`config.mk`:
```
export PLATFORM = sky130hd
export DESIGN_NAME = rb_fifo_ctr
export DESIGN_NICKNAME = d
export VERILOG_FILES = /design/src/rtl/rb_fifo_ctr.sv
export SDC_FILE = /design/constraint.sdc
export NUM_CORES = 1
export LEC_CHECK = 0
export ABC_CLOCK_PERIOD_IN_PS = 2050
export CAP_MARGIN = 20
export CORE_ASPECT_RATIO = 1.25
export CORE_MARGIN = 1.5
export CORE_UTILIZATION = 45
export CTS_BUF_LIST = sky130_fd_sc_hd__clkbuf_2
export DETAILED_ROUTE_END_ITERATION = 12
export GPL_TIMING_DRIVEN = 1
export PLACE_DENSITY = 0.71
export SYNTH_ARGS = -nofsm -noshare
export SYNTH_HDL_FRONTEND = slang
export SYNTH_SLANG_ARGS = --single-unit
```
`constraint.sdc`:
```
create_clock -name clock -period 2.05 [get_ports clock]
set_input_delay 0.3075 -clock clock [delete_from_list [all_inputs] [get_ports clock]]
set_output_delay 0.3075 -clock clock [all_outputs]
set_load 0.01 [all_outputs]
```
`src/rtl/rb_fifo_ctr.sv`:
```
// rb_fifo_ctr: parametrised synchronous ring-buffer FIFO with first-word
// fall-through output, simultaneous push/pop, occupancy and almost-full /
// almost-empty thresholds. DEPTH need not be a power of two.
// Optional macro RBF_ERR_FLAGS_EN adds sticky overflow/underflow flags.
module rb_fifo_ctr #(
    parameter int DATA_W     = 8,
    parameter int DEPTH      = 4,
    parameter int AFULL_LVL  = DEPTH - 1,
    parameter int AEMPTY_LVL = 1,
    localparam int AW        = (DEPTH > 1) ? $clog2(DEPTH) : 1,
    localparam int CW        = $clog2(DEPTH + 1)
) (
    input  logic              clock,
    input  logic              reset,
    input  logic [DATA_W-1:0] dataIn,
    input  logic              push,
    input  logic              pop,
    output logic [DATA_W-1:0] dataOut,
    output logic              full,
    output logic              empty,
    output logic [CW-1:0]     count,
    output logic              almostFull,
    output logic              almostEmpty
`ifdef RBF_ERR_FLAGS_EN
    ,
    output logic              overflow,
    output logic              underflow
`endif
);

    localparam logic [AW-1:0] LAST_IDX = AW'(DEPTH - 1);
    localparam logic [CW-1:0] FULL_CNT = CW'(DEPTH);
    localparam logic [CW-1:0] AF_CNT   = CW'(AFULL_LVL);
    localparam logic [CW-1:0] AE_CNT   = CW'(AEMPTY_LVL);

    logic [DATA_W-1:0] mem [0:DEPTH-1];
    logic [AW-1:0]     head;
    logic [AW-1:0]     tail;
    logic [CW-1:0]     cnt;
    logic              push_acc;
    logic              pop_acc;

    // Explicit wrap so non-power-of-two depths step DEPTH-1 -> 0.
    function automatic logic [AW-1:0] next_idx(input logic [AW-1:0] idx);
        return (idx == LAST_IDX) ? '0 : idx + AW'(1);
    endfunction

    // A pop on an empty FIFO is dropped; a push on a full FIFO is only
    // accepted when a pop frees the head slot in the same cycle.
    assign pop_acc  = pop & ~empty;
    assign push_acc = push & (~full | pop);

    // Status is decoded from the occupancy counter, not pointer equality.
    assign count       = cnt;
    assign full        = (cnt == FULL_CNT);
    assign empty       = (cnt == '0);
    assign almostFull  = (cnt >= AF_CNT);
    assign almostEmpty = (cnt <= AE_CNT);
    assign dataOut     = mem[tail];

    // Pointer and occupancy update; reset discards all queued words.
    always_ff @(posedge clock) begin
        if (reset) begin
            head <= '0;
            tail <= '0;
            cnt  <= '0;
        end else begin
            if (push_acc) head <= next_idx(head);
            if (pop_acc)  tail <= next_idx(tail);
            if (push_acc && !pop_acc)      cnt <= cnt + CW'(1);
            else if (pop_acc && !push_acc) cnt <= cnt - CW'(1);
        end
    end

    // Storage write; contents are never cleared, only the pointers are.
    always_ff @(posedge clock) begin
        if (push_acc && !reset) mem[head] <= dataIn;
    end

`ifdef RBF_ERR_FLAGS_EN
    // Sticky illegal-access flags, cleared only by reset.
    always_ff @(posedge clock) begin
        if (reset) begin
            overflow  <= 1'b0;
            underflow <= 1'b0;
        end else begin
            if (push && full && !pop)  overflow  <= 1'b1;
            if (pop && empty && !push) underflow <= 1'b1;
        end
    end
`endif

endmodule

```
==> results.py <==
metrics = {
    "logic_synthesis": {
        "synth-seq-cells": 41,
        "synth-async-reset-ratio": 0,
        "syn_nets": 140,
        "netlist_instances": 118,
        "syn_area_per_cell_um2": 15.11,
        "synth_cell_type_count": 31,
        "synthSimpleGateAreaFrac": 0.08211,
        "synthXorXnorAreaFrac": 0,
        "synth_fa_ha_area_frac": 0.07018,
        "synth_compound_area_frac": 0.06246,
        "synth_top_family_by_area": "multiplexers",
        "ys.flop_type": "edfxtp_1",
        "yosysSeqAreaShare": 0.6400,
        "synth_edf_count": 32,
        "synth.mux.area_fraction": 0.1123,
        "yosysWarnings": 0,
        "netlist_area_um2": 1783,
    },
    "power": {
        "ir_worst_vdd_v": 0.0005087,
        "p_leak_nw": 0.8646,
        "p_per_area_nw_per_um2": 885.4,
    },
    "floorplanning": {
        "die-area_um2": 4351,
        "core_um2": 3785,
        "row_count": 25,
        "initial_core_util": 0.4711,
        "dieHeight_um": 73.38,
        "fp.dieW_um": 59.30,
        "io_pins": 27,
    },
    "worst_setup_path": {
        "path_class": "flip-flop to output pin",
        "cp.arrival_ns": 1.64,
        "cp-end-kind": "output pin",
        "path_max_fanout": 2,
        "worst_setup_path_start_kind": "flip-flop",
        "worstPathRequired_ns": 1.74,
    },
    "worst_hold_path": {
        "min_path_type": "flip-flop to flip-flop",
    },
    "cells_and_area": {
        "design_area_um2": 2293,
        "nets": 183,
        "area_delta_synth_final_pct": 28.63,
        "diodes": 0,
        "drive_gt1_frac": 0.2654,
        "instances_no_fill": 216,
    },
    "grt": {
        "grt_pass1_wl_um": 4864,
        "antenna_found_initial": 0,
        "overflow": 0,
        "grt_util_all_layers": 0.1543,
        "grt_max_degree": 13,
        "grt_pass1_vias": 1090,
    },
    "clock_tree": {
        "clk_pin_slew_ns": 0.16,
        "clock_sinks": 41,
        "holdBufCountCts": 0,
        "cts_max_level": 2,
        "cts_buffers": 5,
        "clock_path_buffers": 2,
        "ctsRootBufferMaster": "clkbuf_2",
        "clk_latency_ns": 0.37,
        "cts_tree": "yes",
    },
    "sta": {
        "fin_worst_skew_ns": 0.02003,
        "fmax_ghz": 0.5148,
        "worstMarginPinSlew_ns": 0.2613,
        "setup_viol": 0,
        "relSlewSlack": 0.8256,
        "layout_min_cycle_time_ns": 1.943,
        "fin_crit_sh": 0.9476,
        "slew_viol_final": 0,
        "final_hold_viol_count": 0,
    },
    "placed_design": {
        "place.gp.congestion": 0.7288,
        "dp_hpwl_um": 2225,
        "portBuffers": 26,
        "placedCellCount": 206,
        "place_area_um2": 2205,
    },
    "detailed_routing": {
        "dr.pass1.iters": 4,
        "vias": 1098,
        "detail_route.vias_per_cell": 5.083,
        "wl_um": 3049,
        "ant_nets": 0,
        "avgRoutedWirePerCell_um": 14.12,
        "drcViolationCount": 0,
        "drt_iter0_drc": 47,
    },
    "run": {
        "max_cap_violations": 0,
    },
    "status": {
        "outcome": "completed",
    },
}
-- worst paths after layout --
check	from	to	slack, ns	depth (start not counted)
worst max register to register	count[1]	mem[2][0]	0.42	7
worst min register to register	tail[0]	flip-flop	0.51	2
worst min-delay path	tail[0]	flip-flop	0.51	2
worst max-delay path	flip-flop	dataOut[7]	0.11	3
-- logic make-up (layout without fill, tap and decap cells) --
logic type                 count (synthesis)  in the layout
adders and majority gates                 10             10
and+or+nand+nor                           27             27
buffers and inverters                     13             57
AOI/OAI and AO/OA                         17             17
muxes                                     10             10
DFF                                       41             41
-- final cells by class --
cell class	instances	area (um2)
tap	54	67.56
fill	300	1491
sequential	41	1146
clock inverter	2	33.78
clock buffer	6	30.03
timing repair buffer	41	390.4
multi-input combinational	64	595.6
inverter	8	30.03
-- metal layers --
layer	vias to the layer above	wire length [um]	global-route usage
met5	-	0	0
met4	0	65	0.06818
met3	6	142	0.04577
met2	33	1692	0.2808
met1	529	1148	0.1591
li1	530	-	-
-- power by group --
part | switching, mW | internal (mW) | leakage (nW)
combinational | 0.272 | 0.326 | 0.458
clock | 0.233 | 0.208 | 0.0406
sequential | 0.0398 | 0.951 | 0.366
total | 0.545 | 1.49 | 0.865
-- critical path: stages (launching register included) --
cell and delay, ns:
dfxtp_2 0.39, buf_4 0.13, mux4_2 0.48, dlygate4sd2_1 0.29
-- synth_stat cells (2+ instances only) --
master / number / share of area
a21oi_1: 6 / 0.017
and2_1: 4 / 0.014
dfxtp_1: 9 / 0.10
edfxtp_1: 32 / 0.54
ha_1: 10 / 0.070
inv_1: 8 / 0.017
mux2i_1: 2 / 0.011
mux4_2: 8 / 0.10
nand2_1: 5 / 0.011
nand3_1: 4 / 0.011
nor2_1: 6 / 0.013
nor2b_1: 2 / 0.0070
o21ai_0: 3 / 0.0084
or3_1: 2 / 0.0070
-- stage by stage --
stage / total power [mW] / hold WS [ns] / setup WS, ns / setup TNS [ns] / utilization
after floorplan: 1.332 / 0.4064 / 0.2652 / 0 / -
after global placement: 1.588 / 0.4859 / 0.1532 / 0 / 0.5825
after detailed placement: 1.605 / 0.4923 / 0.1115 / 0 / 0.5825
after CTS: 2.045 / 0.5042 / 0.01657 / 0 / 0.6033
after global routing: 2.139 / 0.4899 / -0.003335 / -0.003335 / 0.6060
final: 2.031 / 0.5055 / 0.1074 / 0 / 0.6060
-- layout by cell type, fill, tap and decap left out, types with 2 or more instances in the layout --
cell type / instances
nand3_1: 4
dfxtp_1: 5
edfxtp_1: 32
a21oi_1: 6
clkdlybuf4s50_1: 14
mux4_2: 8
inv_1: 6
ha_1: 9
clkdlybuf4s15_1: 6
buf_12: 2
mux2i_1: 2
clkbuf_2: 8
buf_4: 12
nand2_1: 5
and2_1: 4
o21ai_0: 3
nor2_1: 6
inv_2: 2
dfxtp_2: 4
nor2b_1: 2
dlygate4sd2_1: 4
or3_1: 2
-- registers in the layout, indices dropped and copies added (netlist names), named ones only --
| signal | count |
|---|---|
| mem | 32 |
| count | 3 |
| head | 2 |
| tail | 2 |
-- what timing repair did --
item / 4_1_cts / 5_1_grt
endpoints found under the setup margin: 12 / 7
endpoints found under the hold margin: 0 / 0
resized for setup: 22 / 10
setup buffers: 1 / 1
Note: power is estimated with default switching activity, not from simulation.
